**config.mk**
```make
export PLATFORM = sky130hd
export DESIGN_NAME = arith_add_sub_sequencer
export DESIGN_NICKNAME = d
export VERILOG_FILES = /design/src/rtl/arith_add_sub_sequencer_pkg.sv /design/src/rtl/arith_add_sub_sequencer_add_sub_carry.sv /design/src/rtl/arith_add_sub_sequencer.sv
export SDC_FILE = /design/constraint.sdc
export NUM_CORES = 1
export LEC_CHECK = 0
export BUFFER_PORTS_ARGS = -buffer_cell sky130_fd_sc_hd__clkbuf_2
export CAP_MARGIN = 20
export CORE_MARGIN = 2
export CORE_UTILIZATION = 40
export DETAILED_ROUTE_END_ITERATION = 16
export MAX_ROUTING_LAYER = met4
export PLACE_DENSITY_LB_ADDON = 0.1
export REMOVE_ABC_BUFFERS = 1
export SETUP_SLACK_MARGIN = 0.02
export SLEW_MARGIN = 20
export SYNTH_ARGS = -nofsm -noshare
export SYNTH_HDL_FRONTEND = slang
export SYNTH_SLANG_ARGS = --single-unit
```
**constraint.sdc**
```tcl
create_clock -name clock -period 11.7 [get_ports clock]
set_input_delay 2.34 -clock clock [delete_from_list [all_inputs] [get_ports clock]]
set_output_delay 2.34 -clock clock [all_outputs]
set_load 0.005 [all_outputs]
```
**src/rtl/arith_add_sub_sequencer_pkg.sv**
```systemverilog
// Shared Arith/Alu typedefs for the multi-cycle add/subtract sequencer.
//   Arith_AddSub_T : operation select (ADD=0, SUB=1)
//   Alu_Status_T   : {overflow, carry, negative, zero} for a full-width result
package arith_add_sub_sequencer_pkg;

  typedef enum logic {
    ADD = 1'b0,
    SUB = 1'b1
  } Arith_AddSub_T;

  typedef struct packed {
    logic overflow;
    logic carry;
    logic negative;
    logic zero;
  } Alu_Status_T;

endpackage : arith_add_sub_sequencer_pkg

```
**src/rtl/arith_add_sub_sequencer_add_sub_carry.sv**
```systemverilog
// Arith_addSubtractCarry: combinational WIDTH-bit slice adder with carry-in.
// Ports:
//   a_i, b_i  : slice operands (b_i already inverted by the caller for SUB)
//   cin_i     : carry into bit 0
//   sum_o     : a_i + b_i + cin_i (mod 2^WIDTH)
//   cout_o    : carry out of bit WIDTH-1
//   cmsb_o    : carry into bit WIDTH-1 (for signed-overflow detection)
module Arith_addSubtractCarry #(
  parameter int unsigned WIDTH = 8
) (
  input  logic [WIDTH-1:0] a_i,
  input  logic [WIDTH-1:0] b_i,
  input  logic             cin_i,
  output logic [WIDTH-1:0] sum_o,
  output logic             cout_o,
  output logic             cmsb_o
);

  logic [WIDTH-1:0] low_sum;

  // Lower WIDTH-1 bits added with a spare top bit that captures the carry into the MSB.
  assign low_sum = {1'b0, a_i[WIDTH-2:0]} + {1'b0, b_i[WIDTH-2:0]} + WIDTH'(cin_i);
  assign cmsb_o  = low_sum[WIDTH-1];
  assign sum_o   = {a_i[WIDTH-1] ^ b_i[WIDTH-1] ^ cmsb_o, low_sum[WIDTH-2:0]};
  assign cout_o  = (a_i[WIDTH-1] & b_i[WIDTH-1]) |
                   (cmsb_o & (a_i[WIDTH-1] ^ b_i[WIDTH-1]));

endmodule : Arith_addSubtractCarry

```
**src/rtl/arith_add_sub_sequencer.sv**
```systemverilog
// arith_add_sub_sequencer: WIDTH*WORDS-bit add/subtract computed one WIDTH-bit
// slice per cycle (LSB slice first) through a single carry-chained slice adder.
// Ports:
//   clock, reset            : rising-edge clock, synchronous active-low reset
//   req_valid/req_ready     : request handshake; req_data1 +/- req_data2 per req_addsub
//   rsp_valid/rsp_ready     : response handshake; rsp_result and rsp_status held in DONE
// Option: ARITH_ADDSUB_SEQ_PIPE_EN lets a new request be taken in the same cycle
// the response is consumed (DONE -> RUN directly).
module arith_add_sub_sequencer
  import arith_add_sub_sequencer_pkg::*;
#(
  parameter int unsigned WIDTH = 8,
  parameter int unsigned WORDS = 4
) (
  input  logic                     clock,
  input  logic                     reset,
  input  logic                     req_valid,
  output logic                     req_ready,
  input  logic [WIDTH*WORDS-1:0]   req_data1,
  input  logic [WIDTH*WORDS-1:0]   req_data2,
  input  Arith_AddSub_T            req_addsub,
  output logic                     rsp_valid,
  input  logic                     rsp_ready,
  output logic [WIDTH*WORDS-1:0]   rsp_result,
  output Alu_Status_T              rsp_status
);

  localparam int unsigned N     = WIDTH * WORDS;
  localparam int unsigned IDX_W = (WORDS > 1) ? $clog2(WORDS) : 1;

  typedef enum logic [1:0] {
    IDLE = 2'd0,
    RUN  = 2'd1,
    DONE = 2'd2
  } state_e;

  state_e             state_q, state_d;
  logic [N-1:0]       op1_q, op1_d;
  logic [N-1:0]       op2_q, op2_d;
  logic [N-1:0]       result_q, result_d;
  logic               carry_q, carry_d;
  logic [IDX_W-1:0]   idx_q, idx_d;
  Alu_Status_T        status_q, status_d;

  logic [WIDTH-1:0]   slice_a, slice_b, slice_sum;
  logic               slice_cout, slice_cmsb;
  logic               ready_state;
  logic               accept;

  // Ready depends on state only (plus rsp_ready in the pipelined build), never on req_valid.
  always_comb begin
    ready_state = (state_q == IDLE);
`ifdef ARITH_ADDSUB_SEQ_PIPE_EN
    if (state_q == DONE) ready_state = rsp_ready;
`endif
  end

  assign req_ready  = reset & ready_state;
  assign rsp_valid  = reset & (state_q == DONE);
  assign accept     = req_valid & req_ready;
  assign rsp_result = result_q;
  assign rsp_status = status_q;

  // Operand slice selected by the current index.
  always_comb begin
    slice_a = '0;
    slice_b = '0;
    for (int w = 0; w < int'(WORDS); w++) begin
      if (idx_q == IDX_W'(w)) begin
        slice_a = op1_q[w*WIDTH +: WIDTH];
        slice_b = op2_q[w*WIDTH +: WIDTH];
      end
    end
  end

  Arith_addSubtractCarry #(
    .WIDTH (WIDTH)
  ) u_slice_adder (
    .a_i    (slice_a),
    .b_i    (slice_b),
    .cin_i  (carry_q),
    .sum_o  (slice_sum),
    .cout_o (slice_cout),
    .cmsb_o (slice_cmsb)
  );

  // Next-state and datapath update.
  always_comb begin
    state_d  = state_q;
    op1_d    = op1_q;
    op2_d    = op2_q;
    result_d = result_q;
    carry_d  = carry_q;
    idx_d    = idx_q;
    status_d = status_q;

    unique case (state_q)
      IDLE: ;
      RUN: begin
        for (int w = 0; w < int'(WORDS); w++) begin
          if (idx_q == IDX_W'(w)) result_d[w*WIDTH +: WIDTH] = slice_sum;
        end
        carry_d = slice_cout;
        if (idx_q == IDX_W'(WORDS - 1)) begin
          // Last slice holds the full-width MSB, so its carries give the status.
          status_d.overflow = slice_cmsb ^ slice_cout;
          status_d.carry    = slice_cout;
          status_d.negative = slice_sum[WIDTH-1];
          status_d.zero     = (result_d == '0);
          state_d           = DONE;
        end else begin
          idx_d = idx_q + IDX_W'(1);
        end
      end
      DONE: begin
        if (rsp_ready) state_d = IDLE;
      end
      default: state_d = IDLE;
    endcase

    // Subtraction is a + ~b + 1: invert data2 and seed the carry with 1.
    if (accept) begin
      op1_d   = req_data1;
      op2_d   = (req_addsub == SUB) ? ~req_data2 : req_data2;
      carry_d = (req_addsub == SUB);
      idx_d   = '0;
      state_d = RUN;
    end
  end

  always_ff @(posedge clock) begin
    if (!reset) begin
      state_q  <= IDLE;
      op1_q    <= '0;
      op2_q    <= '0;
      result_q <= '0;
      carry_q  <= 1'b0;
      idx_q    <= '0;
      status_q <= '0;
    end else begin
      state_q  <= state_d;
      op1_q    <= op1_d;
      op2_q    <= op2_d;
      result_q <= result_d;
      carry_q  <= carry_d;
      idx_q    <= idx_d;
      status_q <= status_d;
    end
  end

endmodule : arith_add_sub_sequencer
```
==> impl_metrics.py, run 1 <==
metrics = {
    "drt": {
        "num_vias": 4533,
        "ant_nets": 0,
        "wl_per_cell_um": 14.0,
        "drc": 0,
        "dr.pass1.iters": 4,
        "finalWirelength_mm": 12.7,
        "drt_iter0_drc": 228,
        "vias_per_cell": 4.99,
    },
    "cells_and_area": {
        "drive_gt1_share_pct": 17.5,
        "instances_no_fill": 908,
        "fillers": 1334,
        "area_growth_pct": 16.7,
        "fin_area_um2": 6110,
        "regArea_um2": 2100,
        "multi_input_area_um2": 2910,
        "nets": 816,
        "num_antenna_cells": 0,
    },
    "sta": {
        "finalHoldViolCount": 0,
        "fmax_mhz": 184,
        "relSlewSlack_pct": 32.2,
        "holdWs_ns": 0.467,
        "maxSlewViolCount": 0,
        "finalSetupTns_ns": 0,
        "rsz0062_at_grt": "no",
        "worstMarginPinSlew_ns": 1.02,
        "fin_crit_sh_pct": 46.6,
        "fin_crit_ns": 5.45,
        "setup_viol": 0,
        "skew_ns": 0.00930,
    },
    "worst_setup_path": {
        "cp.arrival_ns": 3.11,
        "worstSetupStartpointType": "input port",
        "slowest_delay_ns": 0.32,
        "cp_max_fo": 11,
        "cp_slowest_cell": "nor3b_1",
        "critPathKind": "in -> out",
        "end_kind": "primary output",
        "crit_buf_inv": 2,
        "crit_required_ns": 9.36,
        "crit_family": "buffers and inverters",
        "crit_chain": "buf_2 > nor3b_1 > clkbuf_2",
    },
    "power_and_ir_drop": {
        "total_leakage_power_nw": 2.86,
        "peakVddDrop_v": 0.0000583,
        "power_density_nw_per_um2": 130,
    },
    "global_route": {
        "grt-ovfl-total": 0,
        "grt_first_pass_wirelength_mm": 21.0,
        "grt_util_all_layers_pct": 19.1,
        "grt_start_max_net_pins": 99,
        "grt_pass1_vias": 4366,
        "antenna_found_initial": 0,
    },
    "clock_tree": {
        "clk_pin_slew_ns": 0.07,
        "insertion_delay_ns": 0.35,
        "ctsHtreeMaxLevel": 3,
        "clkSinkCount": 105,
        "cts_buffer_depth": 2,
        "cts-resized-gates": 0,
        "postCtsSetupBuffers": 0,
        "cts_tree": "done",
        "cts_hold_buf": 0,
        "cts_buffers": 9,
        "root_buffer": "clkbuf_16",
    },
    "yosys": {
        "synth-seq-cells": 105,
        "yosys_warnings": 0,
        "synth.area.top_cells": "dfxtp_1, nand2_1, a21boi_0, o211a_1, xnor2_1",
        "synth_top_area_share_pct": 40.1,
        "yosysMostFrequentCell": "nand2_1",
        "ys_seq_area_share_pct": 40.1,
        "syn_avg_cell_area_um2": 7.95,
        "yosysTopAreaCell": "dfxtp_1",
        "synth_edf_count": 0,
        "synthArstFlopShare_pct": 0,
        "netlist_top_cells_count": "nand2_1, dfxtp_1, a21boi_0",
        "syn-instance-count": 659,
        "synthFlopType": "dfxtp_1",
        "synth_cell_types": 43,
        "synth.cell_area_um2": 5240,
    },
    "status": {
        "status": "completed",
    },
    "die": {
        "chipWidth_um": 118,
        "io_pins": 107,
        "num_rows": 41,
        "coreArea_um2": 12700,
        "start_util_pct": 41.2,
        "dieHeight_um": 118,
        "dieArea_um2": 14000,
    },
    "job": {
        "cap_violations": 0,
    },
    "placed_design": {
        "dpl.hpwl_mm": 8.69,
        "place_area_um2": 5850,
        "gp_congestion": 0.870,
        "placedCellCount": 895,
        "io_buffers": 106,
    },
    "min_path": {
        "hp-class": "reg -> reg",
    },
}
-- per-layer routing --
metal | part of all wire [%] | routed length (um) | track usage [%]
met3 | 4.4 | 554 | 3.72
met1 | 49 | 6230 | 24.6
met4 | 1.5 | 187 | 6.99
met5 | 0 | 0 | -
met2 | 45 | 5700 | 29.9
-- worst paths after layout --
| kind | endpoint | slack [ns] | start | depth (start not counted) |
|---|---|---|---|---|
| min reg2reg | rsp_result[31]$_SDFFE_PN0P_ | 0.47 | rsp_result[31]$_SDFFE_PN0P_ | 2 |
| max reg2reg | rsp_status[0]$_SDFFE_PN0P_ | 6.89 | idx_q[0]$_SDFFE_PP0P_ | 20 |
| max | req_ready | 6.25 | reset | 3 |
| min | rsp_result[31]$_SDFFE_PN0P_ | 0.47 | rsp_result[31]$_SDFFE_PN0P_ | 2 |
-- metrics by stage --
step | utilization [%] | power (W) | setup WS (ns)
floorplan | - | 0.000465 | 6.74
global placement | 46.0 | 0.000513 | 6.26
detailed placement | 46.0 | 0.000516 | 6.26
CTS | 48.1 | 0.000806 | 6.25
global route | 48.1 | 0.000834 | 6.20
finish | 48.1 | 0.000797 | 6.25
-- report_power, final --
group | internal [W] | switching (W)
Sequential | 0.000373 | 0.00000941
Clock | 0.000163 | 0.000128
Combinational | 0.0000528 | 0.0000711
Total | 0.000589 | 0.000208
-- layout by cell type, fill, tap and decap left out, drive strengths merged, types with 2 or more instances in the layout --
cell,netlist,final
o21ai,26,26
xor2,4,4
o22ai,2,2
buf,10,9
a21boi,55,55
fa,3,3
or2,2,2
ha,10,10
mux2i,2,2
o21a,3,3
a21o,3,3
nor4,3,3
clkbuf,40,117
nand3b,2,2
dfxtp,105,105
nor3b,2,2
nor2,39,39
a21oi,36,36
inv,9,9
and2,14,14
xnor2,34,34
nand2,190,190
nand3,5,5
o211a,37,37
or4,5,5
nor2b,4,4
-- final cells by class --
type | count | share of cell area, %
Inverter | 9 | 0.553
Clock buffer | 12 | 3.87
Clock inverter | 1 | 0.491
Timing Repair Buffer | 114 | 9.66
Multi-Input combinational cell | 495 | 47.5
Tap cell | 172 | 3.52
Sequential cell | 105 | 34.4
-- worst register-to-register path, delay by kind of cell, from the launching register on --
kind	cells	cell delay, ns
buffers and inverters	3	0.46
AO/OA/AOI/OAI	6	1.00
adder cells (fa/ha/maj)	3	1.41
flip-flops	1	0.40
AND/OR/NAND/NOR	8	1.47
-- flip-flops by register name (all words and copies together), names as in the netlist --
signal and count:
op1_q 32, op2_q 32, rsp_result 32, rsp_status 4, idx_q 2, state_q 2
carry_q 1
-- kinds of logic after synthesis --
| logic type | count (synthesis) | share of synthesized area (%) |
|---|---|---|
| simple gates | 273 | 21.9 |
| buf+inv | 59 | 4.42 |
| fa+ha+maj | 13 | 3.54 |
| flops | 105 | 40.1 |
| compound gates | 169 | 23.1 |
| mux | 2 | 0.382 |
| xor+xnor | 38 | 6.50 |
(Power assumes the default switching activity.)
==> inputs of run 2 (changes only) <==
clock period = 4.5 ns   (was 11.7 ns; I/O delays follow)
==> run 2 against run 1 <==
  * Clock-buffer cell count fell by 1
  * Clock power increased by 140%
  * Sequential share of layout area shrank 0.22 points
  * Global-route usage increased by 0.11 points
  * Worst hold slack got worse by 0.00094 ns
==> impl_metrics.py, run 2 (same netlist as run 1, synthesis figures left out) <==
metrics = {
    "status": {
        "status": "completed",
    },
    "clock_tree": {
        "cts_buffers": 9,
        "clkSinkCount": 105,
        "ctsHtreeMaxLevel": 3,
        "root_buffer": "clkbuf_16",
        "clk_pin_slew_ns": 0.07,
        "insertion_delay_ns": 0.35,
        "cts_tree": "done",
        "cts_buffer_depth": 2,
    },
    "sta": {
        "setup_viol": 0,
        "maxSlewViolCount": 0,
        "finalSetupTns_ns": 0,
        "fmax_mhz": 242,
        "rsz0062_at_grt": "no",
        "worstMarginPinSlew_ns": 1.03,
        "fin_crit_sh_pct": 91.8,
        "holdWs_ns": 0.466,
        "finalHoldViolCount": 0,
        "relSlewSlack_pct": 31.6,
        "skew_ns": 0.00759,
        "fin_crit_ns": 4.13,
    },
    "die": {
        "num_rows": 41,
        "io_pins": 107,
        "chipWidth_um": 118,
        "dieHeight_um": 118,
        "dieArea_um2": 14000,
        "start_util_pct": 41.2,
        "coreArea_um2": 12700,
    },
    "global_route": {
        "antenna_found_initial": 0,
        "grt-ovfl-total": 0,
        "grt_util_all_layers_pct": 19.2,
        "grt_first_pass_wirelength_mm": 21.3,
        "grt_pass1_vias": 4227,
        "grt_start_max_net_pins": 98,
    },
    "placed_design": {
        "gp_congestion": 0.794,
        "io_buffers": 106,
        "dpl.hpwl_mm": 9.25,
        "place_area_um2": 5890,
    },
    "drt": {
        "num_vias": 4582,
        "ant_nets": 0,
        "wl_per_cell_um": 14.2,
        "drc": 0,
        "dr.pass1.iters": 4,
        "vias_per_cell": 5.02,
        "drt_iter0_drc": 228,
        "finalWirelength_mm": 12.9,
    },
    "worst_setup_path": {
        "cp_slowest_cell": "or4_1",
        "ff2ff_path_depth": 19,
        "critPathKind": "reg -> reg",
        "end_kind": "flip-flop",
        "slowest_delay_ns": 0.49,
        "cp.arrival_ns": 4.40,
        "worstSetupStartpointType": "flip-flop",
        "cp_max_fo": 10,
        "crit_required_ns": 4.77,
        "crit_chain": "inv_1 > ha_2 > buf_4 > nand3b_1 > a21oi_1 > a21oi_1 > nor2_1 > a21o_1 > ha_1 > a21o_1 > nand4_1 > nand3_1 > a21boi_2 > inv_1 > fa_1 > nand2b_1 > or4_1 > or4_1 > o31ai_2",
    },
    "cells_and_area": {
        "final_util_pct": 48.4,
        "num_antenna_cells": 0,
        "fin_area_um2": 6160,
        "mostFrequentLayoutCell": "nand2_1",
        "final_cell_mix": "nand2_1, clkbuf_2, dfxtp_1",
        "drive_gt1_share_pct": 19.0,
        "area_growth_pct": 17.6,
        "nets": 822,
    },
    "min_path": {
        "hp-class": "reg -> reg",
        "hold_depth": 2,
    },
    "power_and_ir_drop": {
        "peakVddDrop_v": 0.000166,
        "power_density_nw_per_um2": 327,
        "p_total_w": 0.00202,
        "total_leakage_power_nw": 2.87,
    },
    "job": {
        "cap_violations": 0,
    },
}
## run 2: cell type report
class | instances | area (um2)
Sequential cell | 105 | 2100
Multi-Input combinational cell | 495 | 2930
Tap cell | 172 | 215
Inverter | 9 | 33.8
Clock inverter | 1 | 7.51
Clock buffer | 11 | 233
Fill cell | 1331 | 6570
Timing Repair Buffer | 120 | 636
## run 2: critical path, delay by kind of cell, from the launching register on
kind                     cells  cell delay [ns]
AO/OA/AOI/OAI                6             0.92
adder cells (fa/ha/maj)      3             0.96
flip-flops                   1             0.38
buffers and inverters        3             0.37
AND/OR/NAND/NOR              7             1.42
## run 2: path summary, 6_finish.rpt
kind / slack, ns / to / startpoint
max: 0.37 / rsp_status[0]$_SDFFE_PN0P_ / idx_q[1]$_SDFFE_PP0P_
min: 0.47 / rsp_result[30]$_SDFFE_PN0P_ / rsp_result[30]$_SDFFE_PN0P_
max reg2reg: 0.37 / rsp_status[0]$_SDFFE_PN0P_ / idx_q[1]$_SDFFE_PP0P_
min reg2reg: 0.47 / rsp_result[30]$_SDFFE_PN0P_ / rsp_result[30]$_SDFFE_PN0P_
## run 2: timing repair
| action | CTS | global route |
|---|---|---|
| resized for setup | 0 | 8 |
| endpoints found under the setup margin | 0 | 1 |
| hold buffers | 0 | 0 |
| buffers inserted | 0 | 0 |
## run 2: per-layer routing
layer / up-vias / GRT usage (%) / share of wire (%)
met5: - / - / 0
met3: 17 / 4.05 / 4.4
li1: 2360 / - / -
met1: 2105 / 25.6 / 49
met4: 0 / 5.58 / 1.7
met2: 100 / 29.5 / 45
## run 2: report_power, final
| group | internal, W | switching, W |
|---|---|---|
| combinational | 0.000143 | 0.000185 |
| clock | 0.000363 | 0.000325 |
| sequential | 0.000971 | 0.0000278 |
| total | 0.00148 | 0.000537 |
## run 2: metrics by stage
stage	instances	worst slack, ns
after floorplan	609	-0.0600
after global placement	901	0.189
after detailed placement	901	0.0947
after CTS	913	0.0828
after global routing	913	0.0328
final	913	0.371
